`src/rtl/gobou_ctrl_delay_if.sv`:
```
// ctrl_bus: start/valid/stop control triple shared by gobou pipeline stages.
interface ctrl_bus;
    logic start;
    logic valid;
    logic stop;

    modport master (output start, output valid, output stop);
    modport slave  (input  start, input  valid, input  stop);
endinterface

```
`src/rtl/gobou_ctrl_delay.sv`:
```
// gobou_ctrl_delay: stallable control-bus delay line with a per-frame latched
// latency, early output-enable strobes and frame-occupancy tracking.
// Optional protocol checker enabled by defining GOBOU_CTRL_DELAY_ERR_EN;
// without it err is tied low and err_clr is ignored.
module gobou_ctrl_delay #(
    parameter int unsigned D_MAX = 8,
    parameter int unsigned N_OE  = 2,
    parameter int unsigned DW    = $clog2(D_MAX + 1)
) (
    input  logic            clk,
    input  logic            xrst,
    ctrl_bus.slave          in_ctrl,
    ctrl_bus.master         out_ctrl,
    input  logic [DW-1:0]   delay,
    input  logic            stall,
    output logic [N_OE-1:0] oe,
    output logic            busy,
    output logic            err,
    input  logic            err_clr
);

    // stage bit layout: [2]=start, [1]=valid, [0]=stop
    logic [2:0]    sr_q [D_MAX];
    logic [2:0]    sr_d [D_MAX];
    logic [DW-1:0] lat_q, lat_d;
    logic          busy_q, busy_d;
    logic [DW-1:0] leff;
    logic [DW-1:0] lat_sel;
    int unsigned   lat_n;
    logic [2:0]    in_v;
    logic [2:0]    out_v;
    logic          accept;

    assign in_v   = {in_ctrl.start, in_ctrl.valid, in_ctrl.stop};
    assign accept = in_ctrl.start & ~busy_q & ~stall;

    // clamp the requested latency to 1..D_MAX; the accepting cycle already uses it
    always_comb begin
        if (delay == '0) begin
            leff = DW'(1);
        end else if (delay > DW'(D_MAX)) begin
            leff = DW'(D_MAX);
        end else begin
            leff = delay;
        end
        lat_sel = accept ? leff : lat_q;
        lat_n   = 32'(lat_sel);
    end

    // tap selection, early strobes and next stage contents
    always_comb begin
        sr_d  = sr_q;
        out_v = '0;
        oe    = '0;
        for (int unsigned i = 0; i < D_MAX; i++) begin
            if (i + 1 == lat_n) begin
                out_v = sr_q[i];
            end
        end
        for (int unsigned k = 0; k < N_OE; k++) begin
            for (int unsigned j = 0; j < D_MAX; j++) begin
                if (j + 2 + k == lat_n) begin
                    oe[k] = sr_q[j][1];
                end
            end
            if (k + 1 == lat_n) begin
                oe[k] = in_ctrl.valid;
            end
        end
        if (stall) begin
            out_v = '0;
            oe    = '0;
        end else begin
            // stages past the active tap are flushed so that a later, longer
            // latency cannot re-present pulses that were already output
            sr_d[0] = in_v;
            for (int unsigned i = 1; i < D_MAX; i++) begin
                sr_d[i] = (i < lat_n) ? sr_q[i-1] : '0;
            end
        end
    end

    // frame occupancy and latency latch; an accepted start outranks an output stop
    always_comb begin
        lat_d  = accept ? leff : lat_q;
        busy_d = busy_q;
        if (accept) begin
            busy_d = 1'b1;
        end else if (out_v[0]) begin
            busy_d = 1'b0;
        end
    end

    // state registers
    always_ff @(posedge clk or negedge xrst) begin
        if (!xrst) begin
            sr_q   <= '{default: '0};
            lat_q  <= DW'(D_MAX);
            busy_q <= 1'b0;
        end else begin
            sr_q   <= sr_d;
            lat_q  <= lat_d;
            busy_q <= busy_d;
        end
    end

    assign out_ctrl.start = out_v[2];
    assign out_ctrl.valid = out_v[1];
    assign out_ctrl.stop  = out_v[0];
    assign busy           = busy_q;

`ifdef GOBOU_CTRL_DELAY_ERR_EN
    logic err_q, err_d, err_set;

    // detect protocol violations; a new violation outranks a clear
    always_comb begin
        if (stall) begin
            err_set = |in_v;
        end else begin
            err_set = (in_ctrl.start & busy_q)
                    | ((in_ctrl.valid | in_ctrl.stop) & ~busy_q & ~in_ctrl.start);
        end
        err_d = err_q;
        if (err_set) begin
            err_d = 1'b1;
        end else if (err_clr) begin
            err_d = 1'b0;
        end
    end

    // sticky error register
    always_ff @(posedge clk or negedge xrst) begin
        if (!xrst) begin
            err_q <= 1'b0;
        end else begin
            err_q <= err_d;
        end
    end

    assign err = err_q;
`else
    logic unused_err_clr;
    assign unused_err_clr = err_clr;
    assign err            = 1'b0;
`endif

endmodule
```
`src/flat_wrapper.sv`:
```
// flat-port wrapper written by rule: the top's interface ports become plain ports
module gobou_ctrl_delay_flat 
#(
    parameter int unsigned D_MAX = 8,
    parameter int unsigned N_OE  = 2,
    parameter int unsigned DW    = $clog2(D_MAX + 1)
)
  (clk, xrst, delay, stall, oe, busy, err, err_clr, in_ctrl_start, in_ctrl_valid, in_ctrl_stop, out_ctrl_start, out_ctrl_valid, out_ctrl_stop);
  ctrl_bus in_ctrl_i ();
  ctrl_bus out_ctrl_i ();
  input  logic clk;
  input  logic xrst;
  input  logic [DW-1:0] delay;
  input  logic stall;
  output logic [N_OE-1:0] oe;
  output logic busy;
  output logic err;
  input  logic err_clr;
  input wire logic [$bits(in_ctrl_i.start)-1:0] in_ctrl_start;
  input wire logic [$bits(in_ctrl_i.valid)-1:0] in_ctrl_valid;
  input wire logic [$bits(in_ctrl_i.stop)-1:0] in_ctrl_stop;
  output wire logic [$bits(out_ctrl_i.start)-1:0] out_ctrl_start;
  output wire logic [$bits(out_ctrl_i.valid)-1:0] out_ctrl_valid;
  output wire logic [$bits(out_ctrl_i.stop)-1:0] out_ctrl_stop;
  assign in_ctrl_i.start = in_ctrl_start;
  assign in_ctrl_i.valid = in_ctrl_valid;
  assign in_ctrl_i.stop = in_ctrl_stop;
  assign out_ctrl_start = out_ctrl_i.start;
  assign out_ctrl_valid = out_ctrl_i.valid;
  assign out_ctrl_stop = out_ctrl_i.stop;
  gobou_ctrl_delay #(.D_MAX(D_MAX), .N_OE(N_OE), .DW(DW)) u_core (.clk(clk), .xrst(xrst), .in_ctrl(in_ctrl_i), .out_ctrl(out_ctrl_i), .delay(delay), .stall(stall), .oe(oe), .busy(busy), .err(err), .err_clr(err_clr));
endmodule
```
`config.mk`:
```
export PLATFORM = sky130hd
export DESIGN_NAME = gobou_ctrl_delay_flat
export DESIGN_NICKNAME = d
export VERILOG_FILES = /design/src/rtl/gobou_ctrl_delay_if.sv /design/src/rtl/gobou_ctrl_delay.sv /design/src/flat_wrapper.sv
export SDC_FILE = /design/constraint.sdc
export NUM_CORES = 1
export LEC_CHECK = 0
export ABC_AREA = 1
export BUFFER_PORTS_ARGS = -buffer_cell sky130_fd_sc_hd__buf_4
export CAP_MARGIN = 5
export CORE_MARGIN = 8
export CORE_UTILIZATION = 30
export DETAILED_ROUTE_END_ITERATION = 16
export HOLD_SLACK_MARGIN = 0.03
export RECOVER_POWER = 25
export SLEW_MARGIN = 10
export SYNTH_ARGS = -nofsm -noshare
export SYNTH_HDL_FRONTEND = slang
export SYNTH_SLANG_ARGS = --single-unit
export TNS_END_PERCENT = 20
```
`constraint.sdc`:
```
create_clock -name clk -period 1.58 [get_ports clk]
set_input_delay 0.237 -clock clk [delete_from_list [all_inputs] [get_ports clk]]
set_output_delay 0.237 -clock clk [all_outputs]
set_load 0.02 [all_outputs]
```
---- After elaboration in Yosys (flattened, before gate mapping) ----
Cells that the tools add are included.
word-level totals
  bits in registers ....................... 29
  input port bits ......................... 11
  output and inout bits ................... 7
  word-level logic and storage cells ...... 74
operators by class
  magnitude comparators ................... 8
  equal/unequal tests ..................... 10
  mux-type cells .......................... 40
  bitwise gates (word level) .............. 4
  reduce and logical (&&, ||, !) cells .... 2
operators with widths
  kind                count
  $mux 3              16
  $mux 1              20
  $eq 3x4->1 const A  4
  $lt 3x4->1 const A  4
  $eq 4x4->1 const A  3
  $mux 4              3
  $eq 2x4->1 const A  2
  $lt 2x4->1 const A  2
  $eq 1x4->1 const A  1
  $gt 4x4->1 const B  1
  $logic_not 4->1     1
  $lt 1x4->1 const A  1
  $and 1x1->1         2
  $mux 2              1
  $not 1->1           2
  $reduce_bool 2->1   1

---- Longest topological paths before layout ----
  word-level depth ........................ 16
  depth in mapped cells ................... 18

---- Worst setup path before layout ----
OpenSTA, ideal clock, no wires.
  path kind ............................... register -> output
  from .................................... register u_core.busy_q (netlist: u_core.busy)
  to ...................................... output oe[0]
  data arrival time ....................... 1.799 ns
  path slack .............................. -0.456 ns
  cell stages (with the launch flop) ...... 13
  buffers on the path ..................... 0
  cell sequence ........................... dfrtp_1 inv_1 nand3_4 nand2_1 nand2_2 inv_4 nor2_4 nand2_2 clkinv_1 nand2_1 nand4_1 nand2_1 a21oi_1
on the way
  longest elaborated chain between the ends .. 15
  elaborated cells between the ends (all ways) .. 23
  classes of those cells .................. 9 x eq/ne; 11 x mux; 3 x bitwise
ends and longest elaborated chain
  element                     RTL line                 RTL
  from (decl)                 gobou_ctrl_delay.sv:26   logic busy_q, busy_d;
  from (signal assigned)      gobou_ctrl_delay.sv:103  busy_q <= busy_d;
  $not 1->1 *                 gobou_ctrl_delay.sv:35   assign accept = in_ctrl.start & ~busy_q & ~stall;
  $and 1x1->1 * (2 in a row)  gobou_ctrl_delay.sv:35
  $mux 4 *                    gobou_ctrl_delay.sv:46   lat_sel = accept ? leff : lat_q;
  $eq 2x4->1                  gobou_ctrl_delay.sv:62   if (j + 2 + k == lat_n) begin
  $mux 1 (8 in a row)         gobou_ctrl_delay.sv:62
  $mux 1 *                    gobou_ctrl_delay.sv:66   if (k + 1 == lat_n) begin
  $mux 2 *                    gobou_ctrl_delay.sv:70   if (stall) begin
  to (decl)                   flat_wrapper.sv:15       output logic [N_OE-1:0] oe;
Mark *: on every way between the ends. The rest lies on a longest branch, timed or not.

---- Final worst setup path ----
  from .................................... register u_core.busy_q (netlist: u_core.busy)
  to ...................................... output out_ctrl_valid
on the way
  longest elaborated chain between the ends .. 14
  elaborated cells between the ends (all ways) .. 21
  classes of those cells .................. 8 x eq/ne; 10 x mux; 3 x bitwise
ends and longest elaborated chain
  element                     RTL line                RTL
  $not 1->1 *                 gobou_ctrl_delay.sv:35
  $and 1x1->1 * (2 in a row)  gobou_ctrl_delay.sv:35
  $mux 4 *                    gobou_ctrl_delay.sv:46
  $eq 1x4->1                  gobou_ctrl_delay.sv:56  if (i + 1 == lat_n) begin
  $mux 3 (7 in a row)         gobou_ctrl_delay.sv:56
  $mux 3 *                    gobou_ctrl_delay.sv:56
  $mux 3 *                    gobou_ctrl_delay.sv:70
  to (decl)                   flat_wrapper.sv:23      output wire logic [$bits(out_ctrl_i.valid)-1:0] out_ctrl_valid;
Marks and branches as above.

==> impl_metrics.ini <==
[sta]
finalCritPeriodShare_pct = 152
final_max_slew_viol_count = 0
fin_crit_ps = 2400
timing.fmax_mhz = 417
worst_slew_pin_slew_ps = 746
rsz0062_at_grt = yes
skew_ps = 8.41
fin_ws_ps = -819
hold_viol = 0
fin_hold_ws_ps = 144
setup_viol = 17
slew_headroom_pct = 50.2

[min_path]
hold_path.class = in -> reg
min_to = u_core.sr_q[21]
hp-start = in_ctrl_stop
whs_path_depth = 3

[place]
gp_congestion = 0.979
post_dp_cell_area_um2 = 2260
io_buffers = 15
dp_hpwl_um = 3800

[detailed_routing]
routed_wirelength_um = 5010
wl_per_cell_um = 13.2
drc = 0
via_per_inst = 4.70
firstDrtPassIters = 5
vias = 1791
ant_nets = 0
drtIter0Drc = 170

[clock_network]
htree_levels = 2
clock-sinks = 29
cts.path.max_buffers = 2
cts_root_buf = clkbuf_8
cts_tree = built
cts.clk_slew.worst_paths_ps = 70
worstSkewPairLatency_ps = 290
cts_buffers = 5

[synth]
ys_ff_latch = 29
synth_cells = 250
synth_cell_types = 29
synth_warnings = 0
ys_seq_area_share_pct = 40.2
syn_area_per_cell_um2 = 7.23
syn_nets = 261
syn_area_um2 = 1810

[die]
row_count = 28
die_height_um = 93.6
initial_core_util_pct = 30.7
die-area_um2 = 8770
core_area_um2 = 5890
die_w_um = 93.6
pin_count = 18

[layout]
final_common_cell = nand2_1
layout.nets = 316
layout_common_cells = nand2_1 (51), buf_4 (48), inv_1 (30), nand3_1 (27), dfrtp_1 (27)
fillers = 631
syn_to_final_growth_pct = 36.5
drive_gt1_share_pct = 36.6
seqCellArea_um2 = 728
finish.instance_area_um2 = 2470
diodes = 0
multiInputGateArea_um2 = 961

[worst_setup_path]
crit_arrival_ps = 2160
worstReg2RegStart = u_core.busy
rr_worst_depth = 13
r2r-end = u_core.sr_q[10]
start_kind = flop
path_max_fanout = 7
r2r_setup_slack_ps = -330
worstPathRequired_ps = 1340
cp-end-kind = output port
critPathKind = reg -> out

[pwr]
p_per_area_nw_per_um2 = 1780
ir_drop_mv = 0.748
power.total_mw = 4.40
p_leak_nw = 1.20

[outcome]
violations = negative setup slack
status = complete, but fails checks

[grt]
grt_pass1_vias = 1758
grt_pass1_wl_um = 8360
grt_start_max_net_pins = 31
grtUsageTotal_pct = 12.3
antenna_found_initial = 0
overflow = 0

[flow_run]
maxCapViolCount = 0
[sequential cells by signal, indices dropped and copies added (netlist names)]
| signal | cells |
|---|---|
| u_core.busy | 1 |
| u_core.sr_q | 24 |
| u_core.lat_q | 4 |
[layer usage]
metal / part of all wire, % / GRT usage, % / wire [um] / vias up
li1: - / - / - / 899
met1: 46 / 15.0 / 2290 / 826
met2: 45 / 19.1 / 2250 / 55
met3: 6.9 / 4.81 / 347 / 11
met4: 2.5 / 5.02 / 125 / 0
met5: 0 / 0 / 0 / -
[final cells by class]
cell class              instances  share of cell area, %
clock buffers                   8                   3.65
repair buffers                 55                   16.9
well taps                      75                   3.80
flip-flops and latches         29                   29.5
inverters                      45                   7.15
multi-input cells             169                   38.9
[per-stage QoR]
step,setup slack [ps],std cells,TNS [ps],utilization (%)
after global placement,-560,370,-5590,38.5
after CTS,-779,381,-5550,41.2
final,-819,381,-6000,41.9
after global routing,-952,381,-8590,41.9
after floorplan,-236,250,-1150,-
after detailed placement,-579,370,-5650,38.5
[worst max-delay path by stage]
stage                start             end  slack, ps  depth (start not counted)
2_1_floorplan  u_core.busy           oe[0]       -240                         11
3_3_place_gp         stall           oe[0]       -560                         15
3_5_place_dp         stall           oe[0]       -580                         15
4_1_cts        u_core.busy           oe[0]       -780                         12
5_1_grt        u_core.busy           oe[0]       -950                         13
6_report       u_core.busy  out_ctrl_valid       -820                         12
[synth_stat cells]
cell,count,area [um2]
nand4_1,3,18.8
inv_1,34,128
o21bai_1,1,7.51
o211ai_1,3,22.5
inv_2,8,30.0
o21ai_2,1,8.76
nor2_1,13,48.8
nor2_2,2,12.5
nand3_1,29,145
nand3_4,1,17.5
nand2_1,59,221
buf_1,1,3.75
o22ai_1,1,6.26
nand3_2,1,10.0
clkbuf_1,3,11.3
buf_4,1,7.51
o21ai_1,5,25.0
clkinv_1,1,3.75
buf_6,2,22.5
inv_4,2,12.5
dfrtp_1,28,701
o31ai_1,1,7.51
dfstp_2,1,26.3
nand2_2,8,50.1
nand2_4,4,45.0
a21oi_1,3,15.0
nor2_4,5,56.3
o21ai_0,28,140
conb_1,1,3.75
[critical path, stage by stage (launching register included)]
cell and delay, ps:
dfrtp_2 430, inv_2 90, nand3_4 120, nand2_2 120, nand2_4 120, nor2_4 230
nand2_2 100, o21ai_1 130, nor2_1 70, o21ai_1 180, o21bai_1 120, inv_2 70
buf_6 110
[cell families after synthesis]
logic type	after synthesis	share of synthesized area, %
buffers and inverters	52	12.1
AND/OR/NAND/NOR	125	34.6
flip-flops	29	40.2
AO/OA/AOI/OAI	43	12.9
other	1	0.207
[power breakdown]
group          internal (mW)  switching [mW]  leakage, nW
clock network          0.354           0.284       0.0455
registers              0.940           0.144        0.379
logic                   1.16            1.51        0.774
total                   2.46            1.94         1.20
[timing repair]
| item | 4_1_cts | 5_1_grt |
|---|---|---|
| gates resized for setup | 13 | 17 |
| endpoints found under the hold margin | 28 | 0 |
| buffers inserted | 2 | 0 |
| setup endpoints to repair | 15 | 21 |
| hold buffers | 1 | 0 |
| pin swaps | 11 | 8 |
(Power assumes the default switching activity.)
